**src/rtl/bit_count_pkg.sv**
```systemverilog
// Shared definitions for the popcount / unary pattern blocks: default widths,
// FSM state encoding and a clog2 helper.
package bit_count_pkg;

    localparam int DEF_INPUT_WIDTH = 10;
    localparam int DEF_COUNT_WIDTH = 4;

    localparam logic [1:0] S_IDLE = 2'd0;
    localparam logic [1:0] S_SEND = 2'd1;
    localparam logic [1:0] S_DONE = 2'd2;

    function automatic int clog2(input int value);
        int result;
        int v;
        result = 0;
        v = value - 1;
        while (v > 0) begin
            result = result + 1;
            v = v >> 1;
        end
        return result;
    endfunction

endpackage

```
**src/rtl/unary_spread_acc.sv**
```systemverilog
// Bresenham accumulator that spreads Neff ones evenly over INPUT_WIDTH steps.
// Only instantiated when UNARY_SPREAD_EN is defined.
module unary_spread_acc
    import bit_count_pkg::*;
#(
    parameter int INPUT_WIDTH = DEF_INPUT_WIDTH,
    parameter int COUNT_WIDTH = DEF_COUNT_WIDTH
) (
    input  logic                   CLK,
    input  logic                   RSTn,
    input  logic                   Clr,
    input  logic                   Step,
    input  logic [COUNT_WIDTH-1:0] Neff,
    output logic                   Bit
);

    localparam logic [COUNT_WIDTH:0] WVAL = (COUNT_WIDTH + 1)'(INPUT_WIDTH);

    logic [COUNT_WIDTH:0] acc_q;
    logic [COUNT_WIDTH:0] acc_d;
    logic [COUNT_WIDTH:0] base;
    logic [COUNT_WIDTH:0] sum;

    // Clr makes the step use a zero accumulator so the first bit of a new
    // pattern is produced in the same cycle the count is accepted.
    always_comb begin
        base  = Clr ? '0 : acc_q;
        sum   = base + {1'b0, Neff};
        Bit   = (sum >= WVAL);
        acc_d = acc_q;
        if (Step) begin
            acc_d = Bit ? (sum - WVAL) : sum;
        end else if (Clr) begin
            acc_d = '0;
        end
    end

    always_ff @(posedge CLK or negedge RSTn) begin
        if (!RSTn) begin
            acc_q <= '0;
        end else begin
            acc_q <= acc_d;
        end
    end

endmodule

```
**src/rtl/unary_pattern_gen.sv**
```systemverilog
// Loads a count N and emits a W-bit pattern with exactly min(N, W) ones, serially
// and as a registered word. UNARY_SPREAD_EN selects spread instead of packed ones.
module unary_pattern_gen
    import bit_count_pkg::*;
#(
    parameter int INPUT_WIDTH = DEF_INPUT_WIDTH,
    parameter int COUNT_WIDTH = DEF_COUNT_WIDTH
) (
    input  logic                   CLK,
    input  logic                   RSTn,
    input  logic                   WrEn,
    input  logic [COUNT_WIDTH-1:0] Count,
    output logic                   Busy,
    output logic                   BitValid,
    output logic                   BitOut,
    output logic                   Done,
    output logic [INPUT_WIDTH-1:0] Pattern
);

    localparam int IDXW = clog2(INPUT_WIDTH);
    localparam logic [IDXW-1:0]        LAST_IDX = IDXW'(INPUT_WIDTH - 1);
    localparam logic [COUNT_WIDTH-1:0] WCOUNT   = COUNT_WIDTH'(INPUT_WIDTH);

    logic [1:0]             state_q,    state_d;
    logic [IDXW-1:0]        idx_q,      idx_d;
    logic [COUNT_WIDTH-1:0] neff_q,     neff_d;
    logic [INPUT_WIDTH-1:0] shadow_q,   shadow_d;
    logic [INPUT_WIDTH-1:0] pattern_q,  pattern_d;
    logic                   busy_q,     busy_d;
    logic                   bitValid_q, bitValid_d;
    logic                   bitOut_q,   bitOut_d;
    logic                   done_q,     done_d;

    logic                   accept;
    logic                   advance;
    logic                   step;
    logic [IDXW-1:0]        idxNext;
    logic [COUNT_WIDTH-1:0] countSat;
    logic [COUNT_WIDTH-1:0] neffStep;
    logic                   nextBit;

    // Each bit is computed one edge ahead so BitOut/BitValid come straight from flops.
    assign countSat = (Count > WCOUNT) ? WCOUNT : Count;
    assign accept   = (state_q == S_IDLE) && WrEn;
    assign advance  = (state_q == S_SEND) && (idx_q != LAST_IDX);
    assign step     = accept || advance;
    assign idxNext  = accept ? '0 : (idx_q + IDXW'(1));
    assign neffStep = accept ? countSat : neff_q;

`ifdef UNARY_SPREAD_EN
    unary_spread_acc #(
        .INPUT_WIDTH (INPUT_WIDTH),
        .COUNT_WIDTH (COUNT_WIDTH)
    ) u_spread_acc (
        .CLK  (CLK),
        .RSTn (RSTn),
        .Clr  (accept),
        .Step (step),
        .Neff (neffStep),
        .Bit  (nextBit)
    );
`else
    assign nextBit = (COUNT_WIDTH'(idxNext) < neffStep);
`endif

    always_comb begin
        state_d    = state_q;
        idx_d      = idx_q;
        neff_d     = neff_q;
        shadow_d   = shadow_q;
        pattern_d  = pattern_q;
        busy_d     = busy_q;
        bitValid_d = 1'b0;
        bitOut_d   = 1'b0;
        done_d     = 1'b0;

        case (state_q)
            S_IDLE: begin
                if (WrEn) begin
                    state_d  = S_SEND;
                    neff_d   = countSat;
                    shadow_d = '0;
                    busy_d   = 1'b1;
                end
            end
            S_SEND: begin
                if (idx_q == LAST_IDX) begin
                    state_d   = S_DONE;
                    pattern_d = shadow_q;
                    done_d    = 1'b1;
                end
            end
            S_DONE: begin
                state_d = S_IDLE;
                busy_d  = 1'b0;
            end
            default: begin
                state_d = S_IDLE;
                busy_d  = 1'b0;
            end
        endcase

        if (step) begin
            idx_d             = idxNext;
            bitValid_d        = 1'b1;
            bitOut_d          = nextBit;
            shadow_d[idxNext] = nextBit;
        end
    end

    always_ff @(posedge CLK or negedge RSTn) begin
        if (!RSTn) begin
            state_q    <= S_IDLE;
            idx_q      <= '0;
            neff_q     <= '0;
            shadow_q   <= '0;
            pattern_q  <= '0;
            busy_q     <= 1'b0;
            bitValid_q <= 1'b0;
            bitOut_q   <= 1'b0;
            done_q     <= 1'b0;
        end else begin
            state_q    <= state_d;
            idx_q      <= idx_d;
            neff_q     <= neff_d;
            shadow_q   <= shadow_d;
            pattern_q  <= pattern_d;
            busy_q     <= busy_d;
            bitValid_q <= bitValid_d;
            bitOut_q   <= bitOut_d;
            done_q     <= done_d;
        end
    end

    assign Busy     = busy_q;
    assign BitValid = bitValid_q;
    assign BitOut   = bitOut_q;
    assign Done     = done_q;
    assign Pattern  = pattern_q;

endmodule

```
**config.mk**
```make
export PLATFORM = sky130hd
export DESIGN_NAME = unary_pattern_gen
export DESIGN_NICKNAME = d
export VERILOG_FILES = /design/src/rtl/bit_count_pkg.sv /design/src/rtl/unary_spread_acc.sv /design/src/rtl/unary_pattern_gen.sv
export SDC_FILE = /design/constraint.sdc
export NUM_CORES = 1
export LEC_CHECK = 0
export ABC_CLOCK_PERIOD_IN_PS = 5450
export BUFFER_PORTS_ARGS = -buffer_cell sky130_fd_sc_hd__buf_2
export CAP_MARGIN = 40
export CORE_MARGIN = 5
export CORE_UTILIZATION = 45
export CTS_BUF_LIST = sky130_fd_sc_hd__clkbuf_4
export CTS_CLUSTER_SIZE = 28
export DETAILED_ROUTE_END_ITERATION = 10
export PLACE_DENSITY = 0.72
export SETUP_SLACK_MARGIN = 0.5
export SLEW_MARGIN = 20
export SYNTH_ARGS = -nofsm -noshare
export SYNTH_HDL_FRONTEND = slang
export SYNTH_SLANG_ARGS = --single-unit
```
**constraint.sdc**
```tcl
create_clock -name CLK -period 5.45 [get_ports CLK]
set_clock_uncertainty 0.2 [all_clocks]
set_input_delay 0.545 -clock CLK [delete_from_list [all_inputs] [get_ports CLK]]
set_output_delay 0.545 -clock CLK [all_outputs]
set_load 0.005 [all_outputs]
```
After elaboration in Yosys (flattened, before gate mapping)
Cells that the tools add are included.
Storage, ports and cells
  flip-flop bits (word level): 34
  input bits: 7
  output and inout port bits: 14
  logic and storage cells: 47
Operators by class
  $add $sub $neg: 1
  $lt $le $gt $ge: 4
  equality and inequality tests: 5
  mux-type cells: 18
  bitwise gates (word level): 1
  reductions and logical operators: 9
Operators by type and width (count)
  $mux W10: 3
  $mux W4: 3
  $bwmux W10: 1
  $reduce_and A2 Y1: 4
  $mux W1: 6
  $lt A4 B5 Y1 const B: 1
  $add A4 B1 Y4 const B: 1
  $demux W1 S4: 1
  $eq A4 B4 Y1 const B: 1
  $ge A4 B1 Y1 const B: 1
  $gt A4 B4 Y1 const B: 1
  $lt A4 B4 Y1: 1
  $mux W2: 2
  $ne A4 B4 Y1 const B: 1
  $pmux W2 S2: 1
  $logic_and A1 B1 Y1: 3
  $eq A2 B1 Y1 const B: 1
  $logic_not A2 Y1: 1
  $ne A2 B1 Y1 const B: 1
  $ne A2 B2 Y1 const B: 1
  $pmux W1 S2: 1
  $logic_or A1 B1 Y1: 1
  $not A1 Y1: 1

Longest topological paths before layout
Gate-level depths: netlist of the first run.
  depth in word-level cells: 9
  mapped depth: 12
  mapped depth without buffers: 9

Least setup slack after synthesis of the first run
OpenSTA, ideal clock, no wires.
  path kind: input-to-reg
  start point: in WrEn
  end point: reg shadow_q[6]
  data arrival time: 2360 ps
  data required time: 5157 ps
  slack: 2797 ps
  cell stages on the path: 12
  buffers on the path: 3
  cells stage by stage: or3b_1 buf_6 clkbuf_1 nand2_1 o21ai_0 inv_1 ha_1 o21a_1 o21ai_0 a32oi_2 buf_6 o31ai_2
Between the ends
  word-level cells in the longest chain between the ends: 8
Ends and longest elaborated chain
  start: declaration: RTL line unary_pattern_gen.sv:11  | input logic WrEn,
  $logic_and A1 B1 Y1: RTL line unary_pattern_gen.sv:44  | assign accept = (state_q == S_IDLE) && WrEn;
  $mux W4: RTL line unary_pattern_gen.sv:47  | assign idxNext = accept ? '0 : (idx_q + IDXW'(1));
  $lt A4 B5 Y1 (not written as such) / $ge A4 B1 Y1 (equally long branches): RTL line unary_pattern_gen.sv:107  | shadow_d[idxNext] = nextBit;
  $logic_and A1 B1 Y1 (not written as such): RTL line unary_pattern_gen.sv:107
  $mux W1 (not written as such): RTL line unary_pattern_gen.sv:107
  $demux W1 S4: RTL line unary_pattern_gen.sv:107
  $bwmux W10: RTL line unary_pattern_gen.sv:107
  $mux W10 (*): RTL line unary_pattern_gen.sv:103  | if (step) begin
  net shadow_d[6]: RTL line unary_pattern_gen.sv:27  | logic [INPUT_WIDTH-1:0] shadow_q, shadow_d;
  end signal: assignment: RTL line unary_pattern_gen.sv:126  | shadow_q <= shadow_d;
  end: declaration: RTL line unary_pattern_gen.sv:27
The timed path passes the listed nets; every way through them passes the cells marked *.
A chain may end at the register's enable or synchronous reset.

Worst setup path after layout of the first run
  start point: reg state_q[0]
  end point: reg shadow_q[2]
Between the ends
  word-level cells in the longest chain between the ends: 9
Ends and longest elaborated chain
  start: declaration: RTL line unary_pattern_gen.sv:24  | logic [1:0] state_q, state_d;
  start signal: assignment: RTL line unary_pattern_gen.sv:123  | state_q <= state_d;
  $logic_not A2 Y1: RTL line unary_pattern_gen.sv:44, unary_pattern_gen.sv:77
  $logic_and A1 B1 Y1: RTL line unary_pattern_gen.sv:44
  $mux W4: RTL line unary_pattern_gen.sv:47
  $lt A4 B5 Y1 (not written as such) / $ge A4 B1 Y1 (equally long branches): RTL line unary_pattern_gen.sv:107
  $logic_and A1 B1 Y1 (not written as such): RTL line unary_pattern_gen.sv:107
  $mux W1 (not written as such): RTL line unary_pattern_gen.sv:107
  $demux W1 S4: RTL line unary_pattern_gen.sv:107
  $bwmux W10: RTL line unary_pattern_gen.sv:107
  $mux W10 (*): RTL line unary_pattern_gen.sv:103
  net shadow_d[2]: RTL line unary_pattern_gen.sv:27
Marks and branches as above.

==> results of run 1 <==
==> flip-flops by register name (all words and copies together), names as in the netlist <==
name,count
BitValid,1
Pattern,10
Done,1
BitOut,1
idx_q,4
state_q,2
Busy,1
neff_q,4
shadow_q,10
==> worst paths after layout <==
check | start | endpoint | slack [ps] | depth (start not counted)
max | state_q[0] | shadow_q[2] | 2340 | 8
min | RSTn | neff_q[0] | 60 | 1
max reg2reg | state_q[0] | shadow_q[2] | 2340 | 8
min reg2reg | neff_q[2] | neff_q[2] | 310 | 2
max in group asynchronous | RSTn | shadow_q[7] | 4540 | 1
min in group CLK | WrEn | Busy | 300 | 3
==> kinds of logic after synthesis <==
| logic type | Yosys count | synth area share [%] |
|---|---|---|
| buffers and inverters | 20 | 5.60 |
| adder cells (fa/ha/maj) | 5 | 3.68 |
| multiplexers | 17 | 10.8 |
| AND/OR/NAND/NOR | 39 | 12.5 |
| XOR/XNOR | 3 | 1.55 |
| flip-flops | 34 | 50.1 |
| AO/OA/AOI/OAI | 33 | 15.8 |
==> per-layer routing <==
metal	share of wire [%]	GRT usage [%]	vias to the layer above
met5	0	0	-
met4	1.2	5.64	0
met3	3.7	4.91	6
met2	52	25.0	20
met1	43	18.4	581
li1	-	-	582
==> through the flow <==
stage          utilization [%]  total power [mW]  instances  worst slack [ps]  hold slack, ps
2_1_floorplan                -             0.949        151              2800            49.4
3_3_place_gp              49.5              1.05        211              2400             275
3_5_place_dp              49.5              1.10        211              2180             290
4_1_cts                   51.8              1.29        219              2340            72.3
5_1_grt                   51.8              1.40        219              2060             100
6_report                  51.8              1.28        219              2340            56.2
==> cell type report <==
| type | count | area [sq um] |
|---|---|---|
| clock inverter | 3 | 45.0 |
| sequential | 34 | 851 |
| clock buffer | 5 | 37.5 |
| fill | 330 | 1770 |
| timing repair buffer | 21 | 108 |
| inverter | 11 | 41.3 |
| multi-input combinational | 97 | 753 |
| tap | 48 | 60.1 |
==> worst max-delay path, cell delays in order (launching register included) <==
cell and delay [ps]:
dfrtp_1 460, or3b_1 690, o21ai_0 310, inv_1 70, ha_1 270, o21a_1 100, o21ai_0 90, a32oi_2 560
mux2i_1 200
==> power by group through the flow <==
stage | Clock, mW | Combinational, mW | Sequential [mW]
after floorplan | 0 | 0.525 | 0.424
after global placement | 0 | 0.601 | 0.451
after detailed placement | 0 | 0.645 | 0.459
after CTS | 0.191 | 0.651 | 0.453
after global routing | 0.206 | 0.726 | 0.469
final | 0.186 | 0.645 | 0.453
==> cells in the mapped netlist (3+ instances only) <==
cell type	instances
o21a_1	3
nand2_1	13
ha_1	5
nor3_1	4
buf_2	4
nor2_1	6
mux2_2	11
o21ai_0	3
clkbuf_1	3
mux2i_1	6
a21oi_1	6
dfrtp_1	34
inv_1	11
nor3b_1	3
==> impl_metrics.py, run 1 <==
metrics = {
    "clock_tree": {
        "htreeDepth": 2,
        "clkLatencyLatePin_ps": 340,
        "cts_tree": "yes",
        "cts_buffer_depth": 2,
        "cts_resized": 0,
        "cts_setup_buffers": 0,
        "cts.clk_slew.worst_paths_ps": 110,
        "clockRootBuffer": "clkbuf_4",
        "cts.sinks": 34,
        "cts_hold_buf": 0,
        "cts-buffers-inserted": 5,
    },
    "placed_design": {
        "placed_area_sq_mm": 0.00181,
        "placement.io_buffers": 20,
        "gp_congestion": 0.865,
        "dp_hpwl_um": 2550,
    },
    "worst_setup_path": {
        "path_class": "register to register",
        "startpoint_type": "register",
        "crit_fanout": 20,
        "end_kind": "register",
        "cp.arrival_ps": 3100,
        "critical_path_required_ps": 5430,
    },
    "global_route": {
        "overflow": 0,
        "grt_max_degree": 35,
        "grt.total_usage_pct": 15.1,
        "grt_pass1_vias": 1203,
        "antenna_found_initial": 0,
        "grt_pass1_wl_um": 6000,
    },
    "yosys": {
        "synthTopCellsByArea": "dfrtp_1 (50%), mux2_2 (7.3%), ha_1 (3.7%)",
        "netlist_area_sq_mm": 0.00170,
        "synth_warnings": 0,
        "syn_nets": 163,
        "synth_ff_type": "dfrtp_1",
        "synth_edf_count": 0,
        "syn-instance-count": 151,
        "yosysTopAreaCell": "dfrtp_1",
        "synth.distinct_cells": 42,
        "ys_seq_area_share_pct": 50.1,
        "synth.avg_cell_area_sq_um": 11.3,
        "ys_seq_elements": 34,
        "synth_top_area_share_pct": 50.1,
        "async_reset_ff_share_pct": 100,
    },
    "die": {
        "die_w_um": 71.4,
        "num_rows": 22,
        "core-area_sq_mm": 0.00366,
        "dieArea_sq_mm": 0.00510,
        "start_util_pct": 46.4,
        "io_pins": 21,
        "die_y_um": 71.4,
    },
    "sta": {
        "maxSlewViolCount": 0,
        "fin_crit_sh_pct": 57.1,
        "tns_ps": 0,
        "hold_viol_final": 0,
        "post-route-min-period_ps": 3110,
        "rsz0062_at_grt": "false",
        "tightest_slew_ps": 773,
        "max_freq_ghz": 0.321,
        "setup_viol": 0,
        "relSlewSlack_pct": 48.4,
    },
    "route": {
        "vias": 1189,
        "vias_per_cell": 5.43,
        "dr.pass1.iters": 4,
        "wirelength_um": 3410,
        "wl_per_cell_um": 15.6,
        "drt-initial-drc-count": 89,
        "drtAntennaViolNets": 0,
        "route.detailed.drc": 0,
    },
    "layout": {
        "final_common_cell": "dfrtp_1",
        "area_growth_pct": 11.6,
        "mostFrequentLayoutCells": "dfrtp_1 (34), buf_2 (20), nand2_1 (13)",
        "insertedDiodeCount": 0,
        "finish.instance_area_sq_mm": 0.00190,
        "drive_gt1_share_pct": 26.3,
        "layout.nets": 182,
    },
    "power": {
        "power_density_mw_per_mm2": 677,
        "power_frac_comb_pct": 50.3,
        "power.internal_uw": 735,
        "p_leak_nw": 0.890,
        "seqPwrFrac_pct": 35.2,
        "swShare_pct": 42.8,
        "power_switching_uw": 549,
        "vdd_ir_drop_max_mv": 0.410,
        "pwr-share-clk_pct": 14.5,
    },
    "worst_hold_path": {
        "min_path_type": "input port to async pin",
    },
    "run_status": {
        "status": "finished clean",
    },
    "job": {
        "maxCapViolations": 0,
    },
}
Power figures use the tool's default switching activity.
==> inputs of run 2 (changes only) <==
- ABC_AREA: default -> 1
- ABC_CLOCK_PERIOD_IN_PS: 5450 -> 2860
- PLACE_DENSITY: 0.72 -> 0.75
- clock period: 5.45 -> 2.86 ns (I/O delays scaled with it)
==> run 2 against run 1 <==
Net effect: cell area fell by 1.5%; die area fell by 3.1%; count of clock-buffer cells in the layout did not move; global-route usage shrank 1.6 points; area after synthesis fell by 3.6%; sequential share of layout area is 0.66 points higher; critical path type unchanged; sequential power increased by 73%; clock power is 31% higher; combinational power grew 60%; power increased by 60%; largest power group unchanged; setup slack got worse by 1600 ps; wire length fell by 7.9%.
==> impl_metrics.py, run 2 <==
metrics = {
    "route": {
        "dr.pass1.iters": 4,
        "route.detailed.drc": 0,
        "drtAntennaViolNets": 0,
        "wl_per_cell_um": 11.6,
        "vias": 1249,
        "vias_per_cell": 4.59,
        "drt-initial-drc-count": 50,
        "wirelength_um": 3140,
    },
    "yosys": {
        "async_reset_ff_share_pct": 100,
        "netlist_area_sq_mm": 0.00164,
        "synth.distinct_cells": 21,
        "synth_edf_count": 0,
        "synth_most_common_cell": "nand2_1",
        "synth.avg_cell_area_sq_um": 8.27,
        "synth_warnings": 0,
        "synth_ff_type": "dfrtp_1",
        "synth_top_area_share_pct": 51.9,
        "syn_nets": 210,
        "yosysTopAreaCell": "dfrtp_1",
        "synth_common_cells": "nand2_1 (63), dfrtp_1 (34), inv_1 (20), nand3_1 (17), nor2_1 (15)",
        "synthTopCellsByArea": "dfrtp_1 (52%), nand2_1 (14%), nand3_1 (5.2%)",
        "syn-instance-count": 198,
        "ys_seq_area_share_pct": 51.9,
        "ys_seq_elements": 34,
    },
    "sta": {
        "tns_ps": 0,
        "setup_viol": 0,
        "rsz0062_at_grt": "false",
        "post-route-min-period_ps": 2120,
        "maxSlewViolCount": 0,
        "relSlewSlack_pct": 78.2,
        "tightest_slew_ps": 325,
        "fin_crit_sh_pct": 74.2,
        "max_freq_ghz": 0.471,
        "hold_viol_final": 0,
    },
    "placed_design": {
        "dp_cells": 262,
        "gp_congestion": 0.777,
        "placement.io_buffers": 20,
        "dp_hpwl_um": 2160,
    },
    "layout": {
        "mostFrequentLayoutCells": "nand2_1 (62), dfrtp_1 (34), inv_1 (20), buf_2 (20), nand3_1 (17)",
        "post-route-util_pct": 51.8,
        "insertedDiodeCount": 0,
        "fin_cells": 272,
        "drive_gt1_share_pct": 23.2,
        "layout.nets": 236,
        "area_growth_pct": 14.1,
        "final_common_cell": "nand2_1",
    },
    "worst_hold_path": {
        "min_path_type": "input port to register",
        "hold-path-endpoint": "neff_q[2]",
        "worstHoldStart": "Count[2]",
        "holdPathStages": 3,
    },
    "worst_setup_path": {
        "r2r-end": "shadow_q[5]",
        "cp.arrival_ps": 2190,
        "r2r_start": "state_q[1]",
        "cp_slowest_cell": "dfrtp_1",
        "path_class": "register to register",
        "cp_top_family": "simple AND/OR/NAND/NOR gates",
        "r2r_setup_slack_ps": 740,
        "cp_slowest_stage_delay_ps": 460,
        "crit_fanout": 11,
        "reg2reg_depth": 10,
        "path_cells": "nor2_4 -> nand2_4 -> nand2_1 -> a21boi_0 -> ha_1 -> nand2_1 -> inv_1 -> nand2_2 -> nand3_1 -> nand2_1",
        "cp_common_cell": "nand2_1",
        "cp_num_buf_inv": 1,
        "critical_path_required_ps": 2930,
        "startpoint_type": "register",
        "end_kind": "register",
    },
    "global_route": {
        "grt_pass1_vias": 1225,
        "grt_max_degree": 35,
        "grt.total_usage_pct": 13.5,
        "antenna_found_initial": 0,
        "grt_pass1_wl_um": 5310,
        "overflow": 0,
    },
    "die": {
        "die_w_um": 70.3,
        "start_util_pct": 45.4,
        "io_pins": 21,
        "core-area_sq_mm": 0.00361,
        "die_y_um": 70.3,
        "dieArea_sq_mm": 0.00495,
        "num_rows": 22,
    },
    "clock_tree": {
        "cts_buffer_depth": 2,
        "cts.clk_slew.worst_paths_ps": 110,
        "cts_tree": "yes",
        "clockRootBuffer": "clkbuf_4",
        "htreeDepth": 2,
        "cts.sinks": 34,
        "clkLatencyLatePin_ps": 330,
        "cts-buffers-inserted": 5,
    },
    "power": {
        "vdd_ir_drop_max_mv": 0.421,
        "power_density_mw_per_mm2": 1100,
        "p_leak_nw": 1.08,
        "total_power_mw": 2.05,
    },
    "job": {
        "maxCapViolations": 0,
    },
    "run_status": {
        "status": "finished clean",
    },
}
[run 2: cell count changes in the layout (fill, tap and decap cells not counted), moves of 3 or more]
cell / delta
nor3b_1: -3
mux2i_1: -6
nand2_2: +9
nand3_1: +16
mux2_2: -11
nor2_4: +3
o21ai_0: +3
o21a_1: -3
inv_2: +7
inv_1: +9
nand2_1: +49
nor2_1: +8
a21oi_1: -3
[run 2: final cells by class]
class                           count  area, sq um
Fill cell                         355         1740
Tap cell                           48         60.1
Clock inverter                      2         10.0
Multi-Input combinational cell    132          663
Inverter                           27          101
Sequential cell                    34          851
Timing Repair Buffer               24          145
Clock buffer                        5         37.5
[run 2: worst register-to-register path, cell delays in order, from the launching register on]
cell and delay, ps:
dfrtp_1 460, nor2_4 160, nand2_4 130, nand2_1 80
a21boi_0 280, ha_1 300, nand2_1 60, inv_1 40
nand2_2 160, nand3_1 110, nand2_1 80
[run 2: logic make-up (layout without fill, tap and decap cells)]
| kind of cell | after synthesis | count (layout) | synth area share, % |
|---|---|---|---|
| fa+ha+maj | 5 | 5 | 3.82 |
| compound gates | 13 | 13 | 4.58 |
| simple gates | 112 | 113 | 30.3 |
| xor+xnor | 1 | 1 | 0.535 |
| buf+inv | 33 | 58 | 8.86 |
| flops | 34 | 34 | 51.9 |
[run 2: power breakdown]
group          internal [mW]  switching [mW]  leakage (nW)
registers              0.675           0.108         0.437
logic                  0.373           0.654         0.615
clock network         0.0884           0.155        0.0308
total                   1.14           0.917          1.08
[run 2: metal layers]
| metal | track usage [%] | share of wire [%] | routed length [um] |
|---|---|---|---|
| met4 | 7.02 | 1.9 | 61 |
| met1 | 16.2 | 44 | 1400 |
| met2 | 22.5 | 50 | 1570 |
| met5 | 0 | 0 | 0 |
| met3 | 2.88 | 3.6 | 112 |
[run 2: worst max-delay path by stage]
stage	endpoint	depth (start not counted)	from
floorplan	BitOut	11	state_q[1]
global placement	shadow_q[5]	10	state_q[1]
detailed placement	shadow_q[5]	10	state_q[1]
CTS	shadow_q[2]	10	state_q[1]
global route	shadow_q[1]	10	state_q[1]
finish	shadow_q[5]	10	state_q[1]
[run 2: timing repair]
item                       in CTS  in global routing
setup buffers                   0                  0
cloned                          0                  1
setup endpoints to repair       8                 11
pin swaps                       0                  1
hold buffers                    1                  0
hold endpoints to repair       34                  0
resized for setup               1                  3
[run 2: stage by stage]
step	cell area, sq um	hold slack (ps)	setup slack (ps)
floorplan	1640	-210	883
global placement	1770	193	603
detailed placement	1770	190	505
CTS	1830	48.9	530
global route	1870	86.0	558
finish	1870	59.3	739
